[src/rtl/core_run_ctrl.sv]
`timescale 1ns/1ps
// -----------------------------------------------------------------------------
// core_run_ctrl
//   Run controller for the pipelined RV core. It holds the core in reset for
//   RST_CYCLES cycles after a start pulse, lets it run, and watches the
//   data-memory write port for a store to TOHOST_ADDR, which ends the run.
//   A watchdog ends the run after MAX_CYCLES run cycles (0 disables it).
//   Status (done/pass/timeout/exit_code) and the run-cycle count are held
//   until the next start.
//
// Optional feature macro: RUN_CTRL_STORE_CNT_EN
//   When defined, adds store_cnt, a saturating count of dmem_we cycles seen
//   during RUN (including the halting store).
//
// Ports
//   clk         in   1       system clock, rising edge
//   rst         in   1       asynchronous active-high reset
//   start       in   1       start pulse, accepted in IDLE or DONE
//   dmem_we     in   1       core data-memory write enable
//   dmem_addr   in   ADDR_W  core data-memory address
//   dmem_wdata  in   DATA_W  core data-memory write data
//   core_rst    out  1       reset to top_core, active-high
//   running     out  1       high while the core runs
//   done        out  1       sticky run-complete flag
//   pass        out  1       run ended with exit code 1
//   timeout     out  1       run ended by the watchdog
//   exit_code   out  DATA_W  data of the halting store
//   cycle_cnt   out  CNT_W   run cycles elapsed, saturating
//   dbg_state   out  2       current FSM state (IDLE=0 RESET=1 RUN=2 DONE=3)
//   store_cnt   out  CNT_W   stores seen in RUN (RUN_CTRL_STORE_CNT_EN only)
//
// Handshake: start has no ready. A start that is high on a rising edge while
// the FSM is in IDLE or DONE begins a run; in RESET or RUN it is dropped.
// -----------------------------------------------------------------------------
module core_run_ctrl #(
  parameter int                RST_CYCLES  = 5,
  parameter int                MAX_CYCLES  = 50,
  parameter int                CNT_W       = 32,
  parameter int                ADDR_W      = 32,
  parameter int                DATA_W      = 32,
  parameter logic [ADDR_W-1:0] TOHOST_ADDR = 32'h0000_1000
) (
  input  logic              clk,
  input  logic              rst,
  input  logic              start,
  input  logic              dmem_we,
  input  logic [ADDR_W-1:0] dmem_addr,
  input  logic [DATA_W-1:0] dmem_wdata,
  output logic              core_rst,
  output logic              running,
  output logic              done,
  output logic              pass,
  output logic              timeout,
  output logic [DATA_W-1:0] exit_code,
  output logic [CNT_W-1:0]  cycle_cnt,
  output logic [1:0]        dbg_state
`ifdef RUN_CTRL_STORE_CNT_EN
  ,
  output logic [CNT_W-1:0]  store_cnt
`endif
);

  typedef enum logic [1:0] {
    S_IDLE  = 2'd0,
    S_RESET = 2'd1,
    S_RUN   = 2'd2,
    S_DONE  = 2'd3
  } state_t;

  // Watchdog fires while the last budgeted cycle is in progress, so the
  // count reads exactly MAX_CYCLES once DONE is reached.
  localparam logic [CNT_W-1:0] LAST_CYC = CNT_W'(MAX_CYCLES - 1);

  state_t           state_q, state_d;
  logic [CNT_W-1:0] rst_cnt_q;
  logic             halt, expire, launch;

  assign halt      = dmem_we && (dmem_addr == TOHOST_ADDR);
  assign expire    = (MAX_CYCLES != 0) && (cycle_cnt == LAST_CYC);
  assign launch    = start && ((state_q == S_IDLE) || (state_q == S_DONE));
  assign dbg_state = state_q;

  always_comb begin
    state_d = state_q;
    case (state_q)
      S_IDLE:  if (start) state_d = S_RESET;
      // rst_cnt_q is loaded with RST_CYCLES on entry, so leaving when it
      // reads 1 gives exactly RST_CYCLES cycles in RESET.
      S_RESET: if (rst_cnt_q <= CNT_W'(1)) state_d = S_RUN;
      S_RUN:   if (halt || expire) state_d = S_DONE;
      S_DONE:  if (start) state_d = S_RESET;
      default: state_d = S_IDLE;
    endcase
  end

  always_ff @(posedge clk or posedge rst) begin
    if (rst) begin
      state_q   <= S_IDLE;
      rst_cnt_q <= '0;
      core_rst  <= 1'b1;
      running   <= 1'b0;
      done      <= 1'b0;
      pass      <= 1'b0;
      timeout   <= 1'b0;
      exit_code <= '0;
      cycle_cnt <= '0;
    end else begin
      state_q  <= state_d;
      // Outputs are registered from the next state so they line up with it.
      core_rst <= (state_d != S_RUN);
      running  <= (state_d == S_RUN);
      if (launch) begin
        rst_cnt_q <= CNT_W'(RST_CYCLES);
        done      <= 1'b0;
        pass      <= 1'b0;
        timeout   <= 1'b0;
        exit_code <= '0;
        cycle_cnt <= '0;
      end else if (state_q == S_RESET) begin
        rst_cnt_q <= rst_cnt_q - CNT_W'(1);
      end else if (state_q == S_RUN) begin
        if (cycle_cnt != '1) cycle_cnt <= cycle_cnt + CNT_W'(1);
        if (halt) begin
          // A halt in the last budgeted cycle still counts as a clean exit.
          done      <= 1'b1;
          exit_code <= dmem_wdata;
          pass      <= (dmem_wdata == DATA_W'(1));
        end else if (expire) begin
          done    <= 1'b1;
          timeout <= 1'b1;
        end
      end
    end
  end

`ifdef RUN_CTRL_STORE_CNT_EN
  always_ff @(posedge clk or posedge rst) begin
    if (rst) begin
      store_cnt <= '0;
    end else if (launch) begin
      store_cnt <= '0;
    end else if ((state_q == S_RUN) && dmem_we && (store_cnt != '1)) begin
      store_cnt <= store_cnt + CNT_W'(1);
    end
  end
`else
  // No store counter in this build.
`endif

endmodule
[config.mk]
export PLATFORM = sky130hd
export DESIGN_NAME = core_run_ctrl
export DESIGN_NICKNAME = d
export VERILOG_FILES = /design/src/rtl/core_run_ctrl.sv
export SDC_FILE = /design/constraint.sdc
export NUM_CORES = 1
export LEC_CHECK = 0
export ABC_AREA = 1
export CORE_ASPECT_RATIO = 1.25
export CORE_MARGIN = 2
export CORE_UTILIZATION = 55
export CTS_CLUSTER_DIAMETER = 120
export DETAILED_ROUTE_END_ITERATION = 10
export GPL_ROUTABILITY_DRIVEN = 0
export GPL_TIMING_DRIVEN = 0
export MAX_ROUTING_LAYER = met4
export PLACE_DENSITY_LB_ADDON = 0.3
export SLEW_MARGIN = 20
export SYNTH_ARGS = -nofsm -noshare
export SYNTH_HDL_FRONTEND = slang
export SYNTH_SLANG_ARGS = --single-unit
[constraint.sdc]
create_clock -name clk -period 4.8 [get_ports clk]
set_input_delay 0.72 -clock clk [delete_from_list [all_inputs] [get_ports clk]]
set_output_delay 0.72 -clock clk [all_outputs]
set_load 0.01 [all_outputs]
==> metrics.md <==
| Metric | Value |
|---|---|
| Run status | finished clean |
| Root Buffer | clkbuf_16 |
| Post-cts repair resize count | 0 |
| Synth Area in Adders | under 10% |
| Internal power | 2.041 mW |
| Psw | about 1.8 mW |
| Mapped Cells | between 900 and 1000 |
| Cts hold-fix bufs | 0 |
| Synth warnings | 0 |
| Worst Setup Start Kind | input port |
| ANT cells | 0 |
| First-pass GRT wire length | 27910 um |
| Simple-gate area share of the yosys netlist | 35.53% |
| Met1 WL | roughly 6500 um |
| Fin util | 72.79% |
| Vias in the first global route | about 6000 |
| Sw Share | 46.57% |
| Drt first-iter violations | 460 |
| Syn avg cell area | 6.752 um2 |
| Clk slew on worst S/H paths | 0.07 ns |
| Worst slew pin tran | roughly 0.57 ns |
| Post-synthesis mux area share | 0% |
| Chip height | roughly 120 um |
| Post-synth EDFFs | 0 |
| Max_cap viols | 0 |
| Logic pwr share | between 40 and 50% |
| Synth Net Count | between 900 and 1000 |
| Type of the tightest min-delay check | flop to flop |
| Pleak | roughly 3.8 nW |
| Yosys cell types | 35 |
| Asr flop ratio synth | between 90% and 100% |
| Core area | roughly 0.011 mm2 |
| Clk pwr share | between 10% and 20% |
| Setup violators final | 0 |
| Worst EP arrival | 2.79 ns |
| Hold path depth | 2 |
| IO Port Bufs | between 100 and 150 |
| Grt ovf | 0 |
| Initial antenna violation count | 0 |
| Htree depth | 3 |
| FF+latch count, synth | ~100 |
| Register area share after synthesis | between 40% and 50% |
| Largest net degree at the start of global routing | 81 |
| XOR/XNOR share of the synthesized area | ~2% |
| Required @ worst endpoint | between 5 and 6 ns |
| Hpwl dp | between 10000 and 15000 um |
| Initial Utilization | between 50 and 60% |
| ANT nets after route | 0 |
| Num CTS Buffers | 9 |
| Final Slew Violations | 0 |
| Ratio of cells with drive above 1 in the final layout | under 10% |
| Area grow syn2layout | 30.60% |
| CP Max Fanout | 10 |
| Commonest non-fill, non-tap cell in the layout | nand2_1 |
| Gr usage total | 29.48% |
| Pwr per Cell Area | roughly 480 mW/mm2 |
| Final period util | a little over half |
| RSZ-0062 raised after global routing | false |
| Clock Sink Count | between 100 and 150 |
| DRC | 0 |
| Placed cells | 1180 |
| Clock tree buffer depth | 2 |
| Fin cells | ~1200 |
| TritonRoute pass-1 iters | 5 |
| DR vias/cell | about 5.3 |
| Crit end category | flop |
| CTS tree | yes |
| Total die area | 0.01199 mm2 |
| # IOs | approximately 140 |
| Die width | between 90 and 100 um |
| Highest Signal Layer | met4 |
| Post-CTS Setup Repair Bufs | 0 |
| Worst R2R Path Depth | 7 |
| Total Routed Length | 16810 um |
| Met2 wire len | around 9000 um |
| Main combinational cell family by area after synthesis | simple AND/OR/NAND/NOR gates |
| Via Count | around 6300 |
| Num rows | 43 |
| Max frequency | 395.4 MHz |
| Worst slack at placement | 1.889 ns |
| Min cycle time layout | between 2 and 3 ns |
| Highest-count cells in the layout ignoring fill and taps | nand2_1, nor2_1, clkdlybuf4s50_1 |
| Worst Skew | about 0.011 ns |
| Nets | about 1100 |
| Syn Std Cell Area | ~0.006 mm2 |
| Compound-Gate Fraction of Synth Area | 9.470% |
| WL per Instance | about 14 um |
| Routed wl met3 | roughly 940 um |
| Worst VDD drop | 272.4 uV |
| Worst setup path category | input port to flop |
| Setup ws final | about 2.3 ns |
| Worst skew pair latency | between 0.3 and 0.4 ns |
| Seq pwr share | between 30% and 40% |
| Final Hold Viols | 0 |
| Rel. slew slack | 61.96% |
| Dominant synthesized flop cell | dfrtp_1 |
[state kept, by name (all words and copies together), names as in the netlist]
| name | count |
|---|---|
| core_rst | 1 |
| rst_cnt_q | 32 |
| running | 1 |
| dbg_state | 2 |
| cycle_cnt | 32 |
| timeout | 1 |
| pass | 1 |
| done | 1 |
| exit_code | 32 |
[Yosys cell counts, drive strengths merged, types with 4 or more instances]
cell | count | area, um2
nand2 | 252 | 955.9
nor2 | 152 | 580.6
inv | 129 | 484.2
dfrtp | 102 | 2552
o21ai | 82 | 410.4
nand3 | 62 | 315.3
nor3 | 32 | 176.4
a21oi | 26 | 133.9
clkbuf | 11 | 41.29
nor4 | 10 | 62.56
xor2 | 10 | 87.58
buf | 9 | 62.56
nand4 | 8 | 50.05
ha | 6 | 75.07
xnor2 | 4 | 35.03
[cell type report]
cell class | count | area, um2
fill | 863 | 2987
multi-input combinational | 654 | 2950
sequential | 103 | 2579
timing repair buffer | 139 | 1409
inverter | 129 | 489.2
clock buffer | 9 | 225.2
tap | 135 | 168.9
buffer | 20 | 103.9
clock inverter | 7 | 63.81
[stage by stage]
stage	hold slack, ns	TNS, ns	power (mW)	instance area (um2)
2_1_floorplan	0.4560	0	2.478	6117
3_3_place_gp	0.4643	-16.24	3.028	7667
3_5_place_dp	0.4723	0	3.063	7700
4_1_cts	0.4912	0	3.790	7989
5_1_grt	0.5126	0	4.123	7989
6_report	0.4856	0	3.820	7989
[worst max-delay path, cell delays in order]
cell and delay, ns:
clkdlybuf4s50_1 0.45, nor2_1 0.04, and2_1 0.14, nand2_1 0.05, nor2_1 0.05, nand3_1 0.18
inv_1 0.10, a21oi_1 0.44, clkbuf_1 0.42, nand2_1 0.10, o21ai_0 0.10
[final timing paths]
kind | from | to | slack (ns)
max in group asynchronous | rst | core_rst$_DFF_PP1_ | 3.43
min in group asynchronous | rst | exit_code[2]$_DFFE_PP0P_ | 0.69
worst max-delay path | dmem_addr[7] | exit_code[9]$_DFFE_PP0P_ | 2.27
worst max register to register | dbg_state[0]$_DFF_PP0_ | cycle_cnt[16]$_DFFE_PP0P_ | 2.41
worst min register to register | pass$_DFFE_PP0P_ | pass$_DFFE_PP0P_ | 0.49
worst min-delay path | pass$_DFFE_PP0P_ | pass$_DFFE_PP0P_ | 0.49
[layer usage]
metal | vias to the layer above | GRT usage [%]
met5 | - | -
met4 | 0 | 11.39
met3 | 41 | 4.303
met2 | 214 | 50.34
met1 | 2899 | 35.49
li1 | 3160 | -
[kinds of logic (layout without fill, tap and decap cells)]
logic type                 after synthesis  in the layout
adders and majority gates                6              6
buffers and inverters                  149            304
DFF                                    103            103
AOI/OAI and AO/OA                      113            113
and+or+nand+nor                        521            521
xor gates and xnor gates                14             14
[power groups by stage]
stage	registers [mW]	clock network (mW)	logic, mW
after floorplan	1.19	0	1.28
after global placement	1.21	0	1.82
after detailed placement	1.21	0	1.85
after CTS	1.20	0.723	1.87
after global routing	1.22	0.761	2.14
final	1.20	0.726	1.89
(Power assumes the default switching activity.)
